`config.mk`:
```
export PLATFORM = sky130hd
export DESIGN_NAME = tile_c_drain
export DESIGN_NICKNAME = d
export VERILOG_FILES = /design/src/rtl/gemm_tile_pkg.sv /design/src/rtl/sat_clip.sv /design/src/rtl/tile_c_drain.sv
export SDC_FILE = /design/constraint.sdc
export NUM_CORES = 1
export LEC_CHECK = 0
export BUFFER_PORTS_ARGS = -buffer_cell sky130_fd_sc_hd__buf_2
export CORE_AREA = 2 2 271 273
export CTS_CLUSTER_SIZE = 10
export DETAILED_ROUTE_END_ITERATION = 6
export DIE_AREA = 0 0 273 275
export PLACE_DENSITY = 0.82
export SETUP_SLACK_MARGIN = 0.3
export SLEW_MARGIN = 20
export SYNTH_ARGS = -nofsm -noshare
export SYNTH_HDL_FRONTEND = slang
export SYNTH_SLANG_ARGS = --single-unit
```
`constraint.sdc`:
```
create_clock -name clk_i -period 53.7 [get_ports clk_i]
set_input_delay 10.74 -clock clk_i [delete_from_list [all_inputs] [get_ports clk_i]]
set_output_delay 10.74 -clock clk_i [all_outputs]
set_load 0.03 [all_outputs]
```
`src/rtl/gemm_tile_pkg.sv`:
```
// Shared types and helpers for the GEMM tile datapath: drain FSM states,
// row-index width and signed saturation limits.
package gemm_tile_pkg;

    typedef enum logic {
        IDLE  = 1'b0,
        DRAIN = 1'b1
    } drain_state_e;

    // Row index needs at least one bit even for a 1x1 tile.
    function automatic int row_idx_w(input int dim);
        return (dim > 1) ? $clog2(dim) : 1;
    endfunction

    function automatic longint sat_max(input int w);
        return (longint'(1) <<< (w - 1)) - longint'(1);
    endfunction

    function automatic longint sat_min(input int w);
        return -(longint'(1) <<< (w - 1));
    endfunction

endpackage

```
`src/rtl/sat_clip.sv`:
```
// Combinational signed saturation of one accumulator word down to the
// streamed word width, with a flag when the value had to be clipped.
module sat_clip
    import gemm_tile_pkg::*;
#(
    parameter int InW  = 32,
    parameter int OutW = 16
) (
    input  logic [InW-1:0]  x_i,
    output logic [OutW-1:0] y_o,
    output logic            clip_o
);

    if (OutW >= InW) begin : g_pass
        assign y_o    = OutW'(x_i);
        assign clip_o = 1'b0;
    end else begin : g_clip
        localparam longint MaxV = sat_max(OutW);
        localparam longint MinV = sat_min(OutW);
        logic signed [63:0] xs;

        always_comb begin
            xs     = 64'(signed'(x_i));
            y_o    = x_i[OutW-1:0];
            clip_o = 1'b0;
            if (xs > MaxV) begin
                y_o    = MaxV[OutW-1:0];
                clip_o = 1'b1;
            end else if (xs < MinV) begin
                y_o    = MinV[OutW-1:0];
                clip_o = 1'b1;
            end
        end
    end

endmodule

```
`src/rtl/tile_c_drain.sv`:
```
// Double-buffered drain of finished C tiles: snapshot on capture, then stream
// one saturated row per handshake toward the result writer.
module tile_c_drain
    import gemm_tile_pkg::*;
#(
    parameter int OutDataWidth = 32,
    parameter int OutWordWidth = 16,
    parameter int sqDim        = 4,
    localparam int RowW        = row_idx_w(sqDim)
) (
    input  logic                                          clk_i,
    input  logic                                          rst_i,
    input  logic                                          capture_i,
    input  logic [sqDim-1:0][sqDim-1:0][OutDataWidth-1:0] c_in,
    output logic                                          capture_rdy_o,
    output logic                                          out_valid_o,
    input  logic                                          out_ready_i,
    output logic [sqDim-1:0][OutWordWidth-1:0]            out_data_o,
    output logic [RowW-1:0]                               out_row_o,
    output logic                                          out_last_o,
    output logic                                          busy_o,
    output logic                                          overflow_o,
    output logic                                          sat_o
);

    typedef logic [sqDim-1:0][sqDim-1:0][OutDataWidth-1:0] tile_t;
    localparam logic [RowW-1:0] LastRow = RowW'(sqDim - 1);

    tile_t                             act_q, pend_q;
    drain_state_e                      state_q, state_d;
    logic [RowW-1:0]                   row_q, row_d;
    logic                              pend_full_q, pend_full_d;
    logic                              ovf_q, ovf_d;
    logic                              sat_q, sat_d;
    logic                              load_act_cap, load_act_pend, load_pend;
    logic                              beat, last_row, cap_acc;
    logic [sqDim-1:0]                  clip;
    logic [sqDim-1:0][OutWordWidth-1:0] row_sat;

    // The ACTIVE slot is full exactly while the FSM is draining.
    assign out_valid_o   = (state_q == DRAIN);
    assign capture_rdy_o = !pend_full_q;
    assign beat          = out_valid_o & out_ready_i;
    assign last_row      = (row_q == LastRow);
    assign cap_acc       = capture_i & capture_rdy_o;

    always_comb begin
        state_d       = state_q;
        row_d         = row_q;
        pend_full_d   = pend_full_q;
        ovf_d         = ovf_q | (capture_i & !capture_rdy_o);
        sat_d         = sat_q | (beat & (|clip));
        load_act_cap  = 1'b0;
        load_act_pend = 1'b0;
        load_pend     = 1'b0;
        case (state_q)
            IDLE: begin
                if (cap_acc) begin
                    state_d      = DRAIN;
                    row_d        = '0;
                    load_act_cap = 1'b1;
                end
            end
            DRAIN: begin
                if (beat && last_row) begin
                    row_d = '0;
                    if (pend_full_q) begin
                        load_act_pend = 1'b1;
                        pend_full_d   = 1'b0;
                    end else if (cap_acc) begin
                        load_act_cap = 1'b1;
                    end else begin
                        state_d = IDLE;
                    end
                end else begin
                    if (beat) row_d = row_q + 1'b1;
                    if (cap_acc) begin
                        load_pend   = 1'b1;
                        pend_full_d = 1'b1;
                    end
                end
            end
        endcase
    end

    always_ff @(posedge clk_i) begin
        if (rst_i) begin
            state_q     <= IDLE;
            row_q       <= '0;
            pend_full_q <= 1'b0;
            ovf_q       <= 1'b0;
            sat_q       <= 1'b0;
        end else begin
            state_q     <= state_d;
            row_q       <= row_d;
            pend_full_q <= pend_full_d;
            ovf_q       <= ovf_d;
            sat_q       <= sat_d;
        end
    end

    // Snapshot storage carries no reset; slot flags decide whether it is meaningful.
    always_ff @(posedge clk_i) begin
        if (load_act_cap)       act_q <= c_in;
        else if (load_act_pend) act_q <= pend_q;
        if (load_pend)          pend_q <= c_in;
    end

    for (genvar c = 0; c < sqDim; c++) begin : g_col
        sat_clip #(
            .InW  (OutDataWidth),
            .OutW (OutWordWidth)
        ) u_sat (
            .x_i    (act_q[row_q][c]),
            .y_o    (row_sat[c]),
            .clip_o (clip[c])
        );
    end

    assign out_data_o = out_valid_o ? row_sat : '0;
    assign out_row_o  = row_q;
    assign out_last_o = out_valid_o & last_row;
    assign busy_o     = out_valid_o | pend_full_q;
    assign overflow_o = ovf_q;
    assign sat_o      = sat_q;

endmodule

```
==> flow_metrics.tcl <==
set metrics [dict create \
    status "complete, no violations" \
    crit_path_end_kind "primary output" \
    stdcell_count 3629 \
    pwr-share-clk_pct 37.1 \
    cts_buffers 113 \
    r2r-start "out_row_o[0]" \
    grt_pass1_wl_mm 135 \
    hold_path.class "register to register" \
    worst_pin_slew_ps 1120 \
    max-cap-violations 0 \
    track_usage_pct 24.2 \
    coreArea_mm2 0.0723 \
    p_int_w 0.00140 \
    start_kind "register" \
    hold_end "overflow_o" \
    final_nets 3121 \
    final_common_cell "edfxtp_1" \
    r2r-end "act_q[408]" \
    fin_crit_sh_pct 29.7 \
    fin_skew_ps 33.7 \
    leakagePower_nw 16.7 \
    drtIter0Drc 2445 \
    grt.overflow.total 0 \
    rr_worst_depth 9 \
    wirelength_mm 93.2 \
    ys_types 30 \
    power_frac_comb_pct 9.2 \
    power_frac_seq_pct 53.7 \
    reg2reg_slack_ps 47930 \
    synth_area_mm2 0.0409 \
    finalSetupViolCount 0 \
    drt-met1-wl_mm 35.1 \
    h-tree-depth 3 \
    fmax_mhz 62.8 \
    grt_antenna_before_repair 62 \
    clk_pin_slew_worst_paths_ps 60 \
    die_h_um 275 \
    gp_congestion 0.827 \
    final_util_pct 66.5 \
    whs_path_depth 2 \
    synth-seq-cells 1030 \
    ios 588 \
    slew_headroom_pct 25.2 \
    syn_to_final_growth_pct 17.6 \
    drive_above_1_share_pct 52.6 \
    required_ps 42960 \
    synthCells 1970 \
    dp_cells 3446 \
    portBuffers 587 \
    tritoncts "built" \
    fp-row-count 99 \
    layout_min_cycle_time_ps 15930 \
    setup_tns_ps 0 \
    route.detailed.drc 0 \
    placed_area_mm2 0.0450 \
    grt_max_degree 193 \
    dr_wl_met2_mm 46.4 \
    die_x_um 273 \
    met3_length_mm 7.95 \
    synth_nets 2487 \
    cts_hold_buf 0 \
    ant_nets 0 \
    p_switching_w 0.000396 \
    drt_first_pass_iters 6 \
    final_cell_mix "1,024 x edfxtp_1, 587 x buf_2, 512 x mux2_2, 128 x mux4_2, 114 x clkbuf_16" \
    yosysSeqAreaShare_pct 75.4 \
    hold_violations 0 \
    via_per_inst 5.90 \
    cts_resized 0 \
    start_util_pct 56.6 \
    cp_data_arrival_time_ps 5190 \
    hpwl_mm 60.4 \
    wl_per_cell_um 25.7 \
    finalMaxSlewViolations 0 \
    topRoutingLayerUsed "met5" \
    power_density_mw_per_mm2 37.3 \
    root_buffer "clkbuf_16" \
    postCtsSetupBuffers 0 \
    rsz0062_at_grt "false" \
    clockBufferDepth 3 \
    p_sw_share_pct 22.1 \
    first_global_vias 22307 \
    dieArea_mm2 0.0751 \
    num_vias 21426 \
    avgSynthCellArea_um2 20.8 \
    critPathMaxFanout 41 \
    worstSetupPathType "register to primary output" \
    ir_worst_vdd_mv 0.0313 \
    cts.sinks 1030 \
    clkLatencyLatePin_ps 660 \
    min_from "overflow_o" \
    yosysWarnings 0 \
    fin_area_mm2 0.0481 \
]
-- power by group through the flow --
stage               sequential [W]  combinational [W]  clock (W)
finish                    0.000964           0.000165   0.000666
global route              0.000967           0.000176   0.000703
CTS                       0.000964           0.000165   0.000675
detailed placement        0.000980           0.000163          0
global placement          0.000977           0.000158          0
floorplan                  0.00104           0.000105          0
-- cell type report --
type / instances / area, um^2
Antenna cell: 42 / 105
Clock buffer: 133 / 2920
Clock inverter: 6 / 91.3
Fill cell: 4546 / 24200
Inverter: 38 / 143
Multi-Input combinational cell: 809 / 9580
Sequential cell: 1030 / 30900
Tap cell: 959 / 1200
Timing Repair Buffer: 612 / 3220
-- sequential cells by signal (all words and copies together) (netlist names) --
| signal | cells |
|---|---|
| act_q | 512 |
| out_row_o | 2 |
| out_valid_o | 1 |
| overflow_o | 1 |
| pend_full_q | 1 |
| pend_q | 512 |
| sat_o | 1 |
-- worst max path at each step --
stage | startpoint | to | cells past startpoint
finish | out_row_o[0] | out_data_o[51] | 8
CTS | out_row_o[0] | out_data_o[51] | 8
detailed placement | out_ready_i | act_q[137] | 8
global placement | out_ready_i | act_q[137] | 8
global route | out_row_o[0] | out_data_o[51] | 8
floorplan | out_ready_i | act_q[0] | 3
-- worst max-delay path: stages (launching register included) --
cell and delay [ps]:
dfxtp_4 550, buf_4 650, buf_4 760, mux4_2 610
nor4_1 390, a41oi_2 510, nand2_1 500, o21ai_0 200
buf_2 220
-- cell families after synthesis --
group,after synthesis,share of synthesized area (%)
adder cells (fa/ha/maj),1,0.0306
multiplexers,640,21.1
AO/OA/AOI/OAI,56,0.801
flip-flops,1030,75.4
AND/OR/NAND/NOR,112,1.31
buffers and inverters,131,1.31
-- metal layers --
metal	vias up	global-route usage, %
met4	48	10.6
met5	-	0
met1	10877	30.9
met2	985	39.1
li1	9275	-
met3	241	6.75
-- per-stage QoR --
| step | hold slack (ps) | setup slack (ps) | power (W) |
|---|---|---|---|
| 6_report | 471 | 37770 | 0.00180 |
| 5_1_grt | 495 | 37440 | 0.00185 |
| 4_1_cts | 473 | 37630 | 0.00180 |
| 3_5_place_dp | 459 | 38120 | 0.00114 |
| 3_3_place_gp | 447 | 38400 | 0.00114 |
| 2_1_floorplan | 522 | 3960 | 0.00114 |
-- synthesized netlist by cell type --
cell type	count	share of area, %
nor4_2	1	0.031
mux4_2	128	7.0
nand2_1	9	0.083
nand2b_1	1	0.015
o21a_1	1	0.018
o21ai_0	20	0.24
and2_1	5	0.076
a311oi_1	1	0.021
buf_6	4	0.11
a41oi_2	1	0.040
ha_1	1	0.031
dfxtp_1	6	0.29
inv_1	38	0.35
a32oi_1	1	0.021
o31ai_1	1	0.018
buf_1	4	0.037
edfxtp_1	1024	75
nor2_1	58	0.53
nor3_1	1	0.012
nor4_1	20	0.31
clkbuf_1	73	0.67
a41oi_1	3	0.064
nand4_1	16	0.24
a21boi_0	1	0.018
o21ai_1	18	0.22
o21bai_1	4	0.073
or2_2	1	0.015
buf_2	12	0.15
a21oi_1	5	0.061
mux2_2	512	14
(Power assumes the default switching activity.)
